[config.mk]
export PLATFORM = sky130hd
export DESIGN_NAME = des_key_schedule
export DESIGN_NICKNAME = d
export VERILOG_FILES = /design/src/rtl/des_pkg.sv /design/src/rtl/des_pc2.sv /design/src/rtl/des_key_schedule.sv
export SDC_FILE = /design/constraint.sdc
export NUM_CORES = 1
export LEC_CHECK = 0
export BUFFER_PORTS_ARGS = -buffer_cell sky130_fd_sc_hd__buf_4
export CAP_MARGIN = 25
export CORE_MARGIN = 2
export CORE_UTILIZATION = 30
export DETAILED_ROUTE_END_ITERATION = 7
export PLACE_DENSITY_LB_ADDON = 0.2
export SLEW_MARGIN = 20
export SYNTH_ARGS = -nofsm -noshare
export SYNTH_HDL_FRONTEND = slang
export SYNTH_SLANG_ARGS = --single-unit
[constraint.sdc]
create_clock -name clk -period 7.8 [get_ports clk]
set_clock_uncertainty 0.2 [all_clocks]
set_input_delay 1.56 -clock clk [delete_from_list [all_inputs] [get_ports clk]]
set_output_delay 1.56 -clock clk [all_outputs]
set_load 0.02 [all_outputs]
[src/rtl/des_pkg.sv]
// Shared DES key-schedule constants: PC-1/PC-2 tables, shift schedule, widths
// and the 28-bit half-register rotate helper.
package des_pkg;

  localparam int KEY_W    = 64;
  localparam int HALF_W   = 28;
  localparam int CD_W     = 2 * HALF_W;
  localparam int SUBKEY_W = 48;

  localparam logic [0:0] ST_IDLE = 1'b0;
  localparam logic [0:0] ST_RUN  = 1'b1;

  // Entries are 1-based DES bit numbers, bit 1 being the MSB of the source.
  localparam int PC1 [CD_W] = '{
    57, 49, 41, 33, 25, 17,  9,
     1, 58, 50, 42, 34, 26, 18,
    10,  2, 59, 51, 43, 35, 27,
    19, 11,  3, 60, 52, 44, 36,
    63, 55, 47, 39, 31, 23, 15,
     7, 62, 54, 46, 38, 30, 22,
    14,  6, 61, 53, 45, 37, 29,
    21, 13,  5, 28, 20, 12,  4
  };

  localparam int PC2 [SUBKEY_W] = '{
    14, 17, 11, 24,  1,  5,
     3, 28, 15,  6, 21, 10,
    23, 19, 12,  4, 26,  8,
    16,  7, 27, 20, 13,  2,
    41, 52, 31, 37, 47, 55,
    30, 40, 51, 45, 33, 48,
    44, 49, 39, 56, 34, 53,
    46, 42, 50, 36, 29, 32
  };

  // SHIFTS[r-1] is the left-rotate amount used to produce C_r/D_r.
  localparam logic [1:0] SHIFTS [16] = '{
    2'd1, 2'd1, 2'd2, 2'd2, 2'd2, 2'd2, 2'd2, 2'd2,
    2'd1, 2'd2, 2'd2, 2'd2, 2'd2, 2'd2, 2'd2, 2'd1
  };

  function automatic logic [HALF_W-1:0] rot_half(
    input logic [HALF_W-1:0] x,
    input logic              left,
    input logic              two
  );
    logic [HALF_W-1:0] r;
    case ({left, two})
      2'b10:   r = {x[HALF_W-2:0], x[HALF_W-1]};
      2'b11:   r = {x[HALF_W-3:0], x[HALF_W-1:HALF_W-2]};
      2'b00:   r = {x[0], x[HALF_W-1:1]};
      default: r = {x[1:0], x[HALF_W-1:2]};
    endcase
    return r;
  endfunction

endpackage

[src/rtl/des_pc2.sv]
// Combinational DES PC-2 selection: 56-bit C||D in, 48-bit round subkey out.
module des_pc2
  import des_pkg::*;
(
  input  logic [CD_W-1:0]     i_cd,
  output logic [SUBKEY_W-1:0] o_subkey
);

  for (genvar gi = 0; gi < SUBKEY_W; gi++) begin : g_pc2
    assign o_subkey[SUBKEY_W-1-gi] = i_cd[CD_W-PC2[gi]];
  end

endmodule

[src/rtl/des_key_schedule.sv]
// Iterative DES key schedule: loads PC-1(key) into C/D and streams K1..K16
// (or K16..K1 for decryption) over a valid/ready handshake, one per transfer.
module des_key_schedule
  import des_pkg::*;
(
  input  logic                clk,
  input  logic                rst_n,
  input  logic                key_valid,
  output logic                key_ready,
  input  logic [KEY_W-1:0]    key,
  input  logic                decrypt,
  output logic                subkey_valid,
  input  logic                subkey_ready,
  output logic [SUBKEY_W-1:0] subkey,
  output logic [3:0]          subkey_idx,
  output logic                subkey_last
);

  logic [0:0]        r_state;
  logic [3:0]        r_cnt;
  logic              r_decrypt;
  logic [HALF_W-1:0] r_c;
  logic [HALF_W-1:0] r_d;

  logic [CD_W-1:0]   w_pc1;
  logic [HALF_W-1:0] w_load_c;
  logic [HALF_W-1:0] w_load_d;
  logic [HALF_W-1:0] w_adv_c;
  logic [HALF_W-1:0] w_adv_d;
  logic [3:0]        w_sched_idx;
  logic              w_two;
  logic              w_unused_parity;

  for (genvar gi = 0; gi < CD_W; gi++) begin : g_pc1
    assign w_pc1[CD_W-1-gi] = key[KEY_W-PC1[gi]];
  end

  assign w_unused_parity = ^{key[56], key[48], key[40], key[32],
                             key[24], key[16], key[8],  key[0]};

  // C16/D16 equals C0/D0, so decryption starts from the unrotated PC-1.
  assign w_load_c = decrypt ? w_pc1[CD_W-1:HALF_W] : rot_half(w_pc1[CD_W-1:HALF_W], 1'b1, 1'b0);
  assign w_load_d = decrypt ? w_pc1[HALF_W-1:0]    : rot_half(w_pc1[HALF_W-1:0], 1'b1, 1'b0);

  // Encrypt steps forward with s[cnt+2]; decrypt undoes s[16-cnt].
  assign w_sched_idx = r_decrypt ? (4'd15 - r_cnt) : (r_cnt + 4'd1);
  assign w_two       = (SHIFTS[w_sched_idx] == 2'd2);
  assign w_adv_c     = rot_half(r_c, ~r_decrypt, w_two);
  assign w_adv_d     = rot_half(r_d, ~r_decrypt, w_two);

  always_ff @(posedge clk or negedge rst_n) begin
    if (!rst_n) begin
      r_state   <= ST_IDLE;
      r_cnt     <= 4'd0;
      r_decrypt <= 1'b0;
      r_c       <= '0;
      r_d       <= '0;
    end else begin
      case (r_state)
        ST_IDLE: begin
          if (key_valid) begin
            r_state   <= ST_RUN;
            r_cnt     <= 4'd0;
            r_decrypt <= decrypt;
            r_c       <= w_load_c;
            r_d       <= w_load_d;
          end
        end
        default: begin
          if (subkey_ready) begin
            if (r_cnt == 4'd15) begin
              r_state <= ST_IDLE;
            end else begin
              r_cnt <= r_cnt + 4'd1;
              r_c   <= w_adv_c;
              r_d   <= w_adv_d;
            end
          end
        end
      endcase
    end
  end

  assign key_ready    = (r_state == ST_IDLE);
  assign subkey_valid = (r_state == ST_RUN);
  assign subkey_last  = (r_state == ST_RUN) && (r_cnt == 4'd15);
  assign subkey_idx   = r_decrypt ? (4'd15 - r_cnt) : r_cnt;

  des_pc2 u_pc2 (
    .i_cd     ({r_c, r_d}),
    .o_subkey (subkey)
  );

endmodule

; Word level (Yosys, flattened, before mapping)
; Memory sizes are Yosys's and may differ from the RTL's.
; Index checks and enable logic that the tools add are counted.
[word_totals]
mem_count = 1
inputBits = 69
out_inout_bits = 55
regBits = 62
romBits = 32
wordCells = 47
[memory_table]
columns = memory, words, word_bits, rd, rd_clocked_by_memory_dff, write_ports, line_no
row1 = (no name shown), 16, 2, 1, 0, 0, des_key_schedule.sv:47  ; assign w_two = (SHIFTS[w_sched_idx] == 2'd2);
[classes]
n_bitwise = 3
muxes = 24
n_reduce_logical = 5
magnitude_cmp = 1
eq_ne = 6
n_addsub = 2
[ops]
columns = op, n
row1 = 2-to-1 mux 28 bit, 10
row2 = one-hot mux 28 bit (3 select lines), 2
row3 = 2-to-1 mux 4 bit, 6
row4 = equality test 2 bit (second input constant), 3
row5 = >= comparator 5 bit (second input constant), 1
row6 = NOT 4 -> 5 bit, 1
row7 = adder 4 x 1 -> 4 bit (second input constant), 1
row8 = equality test 4 bit (second input constant), 1
row9 = 2-to-1 mux 1 bit, 4
row10 = 2-to-1 mux 2 bit, 2
row11 = inequality test 2 bit (second input constant), 2
row12 = subtractor 4 bit (first input constant), 1
row13 = AND reduction 3 bit, 1
row14 = zero test 2 bit, 1
row15 = NOT 1 bit, 2
row16 = AND reduction 2 bit, 1
row17 = nonzero test 2 bit, 1
row18 = logical AND 1 bit, 1

; Depth between registers and ports, before layout
[depth]
word_depth = 12
mapped_depth = 12
depth_no_buf = 8

; Cells and area by module
; A second synthesis with hierarchy kept.
[unflattened]
hier_cells = 701
area_unflattened_um2 = 5829.3
[by_module_without_submodules]
columns = mod, area_per_inst_um2, cells_each, n_inst, seq_area_each_um2
row1 = des_key_schedule, 5469.0, 653, 1, 1551.5
row2 = des_pc2, 360.3, 48, 1, 0.0

; Least setup slack after synthesis
; No wires, ideal clock.
[synth_path]
kind = flip-flop to output port
startpoint = reg r_decrypt
endpoint = out subkey_idx[2]
required_time_ns = 6.040
arrival_time_ns = 1.604
setup_slack_ns = 4.436
n_path_buf = 3
stages_incl_launch_ff = 5
cell_sequence = dfrtp_1 -> buf_4 -> clkbuf_1 -> buf_1 -> xor2_1
[synth_between]
elab_chain_cells = 1
[synth_rtl]
columns = element, line_no
row1 = "start, declared", des_key_schedule.sv:21  ; logic r_decrypt;
row2 = "start signal, assigned", des_key_schedule.sv:64  ; r_decrypt <= decrypt;
row3 = 2-to-1 mux 4 bit, des_key_schedule.sv:87  ; assign subkey_idx = r_decrypt ? (4'd15 - r_cnt) : r_cnt;
row4 = "end, declared", des_key_schedule.sv:15  ; output logic [3:0] subkey_idx,
; Every way passes these cells.

; Worst setup path in the final report
[layout_path]
startpoint = reg r_decrypt
endpoint = reg r_d[7]
[layout_between]
elab_chain_cells = 11
word_cells_on_any_way = 14
cone_classes = eq/ne (3) / mux (7) / bitwise (2) / reduce/logical (1) / memory (1)
[layout_rtl]
columns = element, line_no
row1 = 2-to-1 mux 4 bit, des_key_schedule.sv:46  ; assign w_sched_idx = r_decrypt ? (4'd15 - r_cnt) : (r_cnt + 4'd1);
row2 = NOT 4 -> 5 bit (not written as such), des_key_schedule.sv:47
row3 = memory (16 x 2 bit), -
row4 = 2-to-1 mux 2 bit (not written as such) (2 in series), des_key_schedule.sv:47
row5 = equality test 2 bit, des_key_schedule.sv:47
row6 = equality test 2 bit / zero test 2 bit (equally long branches), des_pkg.sv:48  ; case ({left, two})
row7 = one-hot mux 28 bit (3 select lines) (*), des_pkg.sv:48
row8 = 2-to-1 mux 28 bit (*), des_key_schedule.sv:71  ; if (r_cnt == 4'd15) begin
row9 = 2-to-1 mux 28 bit (*), des_key_schedule.sv:70  ; if (subkey_ready) begin
row10 = 2-to-1 mux 28 bit (*), des_key_schedule.sv:59  ; case (r_state)
row11 = "end signal, assigned", des_key_schedule.sv:66  ; r_d <= w_load_d;
row12 = "end signal, assigned", des_key_schedule.sv:76  ; r_d <= w_adv_d;
row13 = "end, declared", des_key_schedule.sv:23  ; logic [HALF_W-1:0] r_d;
; Mark *: on every way between the ends. The rest lies on a longest branch, timed or not. The select of a mux whose other input is x is not followed.
; A chain may end at the register's enable or synchronous reset.

==> impl_metrics.json <==
{
  "synth_edf_count": 0,
  "firstDrtPassIters": 7,
  "synth-simple-area-share_pct": 15.1,
  "synth_ff_type": "dfrtp_1",
  "max_cap_violations": 0,
  "port_buffers": 115,
  "drive_above_1_share_pct": 20.9,
  "final_cells": 950,
  "required_ns": 7.84,
  "netlist_area_mm2": 0.00553,
  "post-route-util_pct": 35.5,
  "drv_slew": 0,
  "post_drt_wl_per_cell_um": 19.2,
  "grt_remaining_overflow": 0,
  "synth_top_family_by_area": "compound AO/OA/AOI/OAI gates",
  "grt_pass1_wl_um": 30100,
  "cts_num_sinks": 62,
  "net-switching-power_w": 0.00179,
  "dp_cells": 935,
  "fp.dieH_um": 140,
  "cp.arrival_ns": 4.25,
  "rsz0062_at_grt": "false",
  "h-tree-depth": 3,
  "seqPwrFrac_pct": 22.3,
  "post_cts_buffers": 0,
  "worstRegToRegCells": 8,
  "r2r-start": "r_decrypt",
  "cts_tree": "yes",
  "ant_nets": 0,
  "yosys.area_share.xor_xnor_pct": 0.475,
  "cts_buffer_depth": 2,
  "grt_pass1_vias": 5609,
  "worstMarginPinSlew_ns": 0.952,
  "hpwl_um": 11300,
  "row_count": 49,
  "numCtsBuffers": 9,
  "routabilityCongestion": 0.793,
  "clkPwrFrac_pct": 12.2,
  "fin_ws_ns": 3.59,
  "hold_path_startpoint": "r_d[2]",
  "r2r_slack_ns": 3.59,
  "synth-compound-area-share_pct": 30.2,
  "routed_wl_um": 18300,
  "comb_power_share_pct": 65.5,
  "insertion_delay_ns": 0.34,
  "yosysSeqAreaShare_pct": 28.0,
  "antenna_found_initial": 0,
  "synth_fa_ha_area_share_pct": 0.904,
  "cts.clk_slew.worst_paths_ns": 0.05,
  "synthArstFlopShare_pct": 100,
  "ys_warn_count": 0,
  "die-width_um": 140,
  "p_sw_share_pct": 54.8,
  "status": "complete, no violations",
  "cts_resized": 0,
  "die_area_mm2": 0.0195,
  "fin_crit_sh_pct": 54.0,
  "pre_cts_slack_ns": 3.70,
  "syn-num-nets": 777,
  "min_to": "r_d[2]",
  "pin_count": 124,
  "slew_headroom_pct": 36.5,
  "endpoint_kind": "register",
  "cts_hold_buffers": 0,
  "netlist-cell-type-count": 42,
  "fmax_ghz": 0.237,
  "syn2layout_area_growth_pct": 15.6,
  "critical_path_class": "reg2reg",
  "routed-via-count": 5680,
  "initial_core_util_pct": 30.7,
  "antenna_cells": 0,
  "start_kind": "register",
  "min-delay-path-class": "reg2reg",
  "synth_area_per_cell_um2": 7.86,
  "leakage_nw": 2.61,
  "p_int_w": 0.00148,
  "vdd_ir_drop_max_mv": 0.273,
  "syn_inst": 704,
  "hold_viol": 0,
  "layout.nets": 790,
  "grt_max_degree": 89,
  "synth_seq_cells": 62,
  "core_mm2": 0.0180,
  "fillers": 1928,
  "fin_setup_tns_ns": 0,
  "drc": 0,
  "drt-vias-per-instance": 5.98,
  "muxShareOfSynthArea_pct": 12.5,
  "setup_viol": 0,
  "period_needed_ns": 4.21,
  "hold_depth": 2,
  "grt.total_usage_pct": 18.7,
  "p_per_area_mw_per_mm2": 511,
  "cts_root_buffer": "clkbuf_16",
  "path_max_fanout": 88,
  "worst_r2r_endpoint": "r_d[7]",
  "first_iter_violations": 373
}
## metal layers
metal,GRT usage [%],vias up,wire length (um)
li1,-,2619,-
met1,25.9,2806,8360
met2,29.8,236,8390
met3,3.17,19,1230
met4,6.11,0,278
met5,0,-,0
## power by group through the flow
stage	clock [W]	combinational, W	sequential, W
3_5_place_dp	0	0.00213	0.000729
5_1_grt	0.000420	0.00236	0.000757
6_report	0.000399	0.00214	0.000730
3_3_place_gp	0	0.00208	0.000726
4_1_cts	0.000407	0.00214	0.000725
2_1_floorplan	0	0.00176	0.000628
## cell usage in the layout (no fill, tap or decap), drive strengths merged, types with 3 or more instances in the layout
master	n
mux2	3
nand2b	3
mux2i	66
xor2	3
clkbuf	15
o211ai	8
nor2	42
nor3	97
o221ai	8
o21ai	88
nand3	14
buf	123
nand2	8
a21o	7
a21boi	13
a21oi	59
dfrtp	62
inv	4
o31ai	78
and3	3
ha	4
## sequential cells by signal, summed over array words and instances (netlist names)
register / cells
r_decrypt: 1
r_c: 28
r_d: 28
subkey_valid: 1
r_cnt: 4
## worst max-delay path: stages (launching register included)
cell	delay (ns)
dfrtp_2	0.36
buf_4	0.73
nor2_1	0.15
nand3_1	0.15
nand4_1	0.49
nand2_2	0.66
buf_4	0.65
mux2_2	0.41
o31ai_1	0.23
## worst max path at each step
| stage | slack [ns] | start | cells past startpoint | to |
|---|---|---|---|---|
| 6_report | 3.59 | r_decrypt | 8 | r_d[7] |
| 5_1_grt | 3.32 | r_decrypt | 8 | r_d[7] |
| 4_1_cts | 3.68 | r_decrypt | 9 | r_d[7] |
| 3_5_place_dp | 3.70 | r_decrypt | 9 | r_d[7] |
| 3_3_place_gp | 3.74 | r_decrypt | 9 | r_d[7] |
| 2_1_floorplan | 4.44 | r_decrypt | 4 | subkey_idx[2] |
## cell type report
cell class                 count  area [um2]  area share, %
timing repair buffer         123         943           14.7
multi-input combinational    517        3310           51.7
tap                          229         287           4.48
clock buffer                  15         288           4.50
sequential                    62        1550           24.3
inverter                       4        15.0          0.235
## kinds of logic (layout without fill, tap and decap cells)
logic type	Yosys count	in the layout
AND/OR/NAND/NOR	174	174
multiplexers	69	69
adder cells (fa/ha/maj)	4	4
XOR/XNOR	3	3
flip-flops	62	62
buffers and inverters	125	142
AO/OA/AOI/OAI	267	267
## cell usage after synthesis (2+ instances only)
| cell | instances | area (um2) |
|---|---|---|
| buf_1 | 6 | 22.5 |
| nor2_1 | 41 | 154 |
| and2_1 | 2 | 12.5 |
| mux2i_1 | 66 | 661 |
| inv_1 | 3 | 11.3 |
| and3_1 | 3 | 18.8 |
| buf_2 | 16 | 80.1 |
| clkbuf_1 | 43 | 161 |
| a21o_1 | 7 | 52.6 |
| a21oi_1 | 59 | 295 |
| o21ai_1 | 30 | 150 |
| o211ai_1 | 8 | 60.1 |
| o31ai_1 | 78 | 586 |
| nand3_1 | 14 | 70.1 |
| buf_4 | 55 | 413 |
| nand2_1 | 7 | 26.3 |
| a21boi_0 | 12 | 90.1 |
| ha_1 | 4 | 50.1 |
| dfrtp_1 | 62 | 1550 |
| nand2b_1 | 3 | 18.8 |
| xor2_1 | 3 | 26.3 |
| o221ai_1 | 8 | 70.1 |
| o21ai_0 | 57 | 285 |
| mux2_2 | 3 | 33.8 |
| nor3_1 | 97 | 485 |
## through the flow
| step | cell area, um2 | power, W | hold slack [ns] |
|---|---|---|---|
| final | 6400 | 0.00327 | 0.372 |
| after global routing | 6400 | 0.00354 | 0.394 |
| after floorplan | 5530 | 0.00239 | 0.304 |
| after global placement | 6080 | 0.00280 | 0.331 |
| after detailed placement | 6110 | 0.00286 | 0.339 |
| after CTS | 6400 | 0.00327 | 0.353 |
Note: power is estimated with default switching activity, not from simulation.
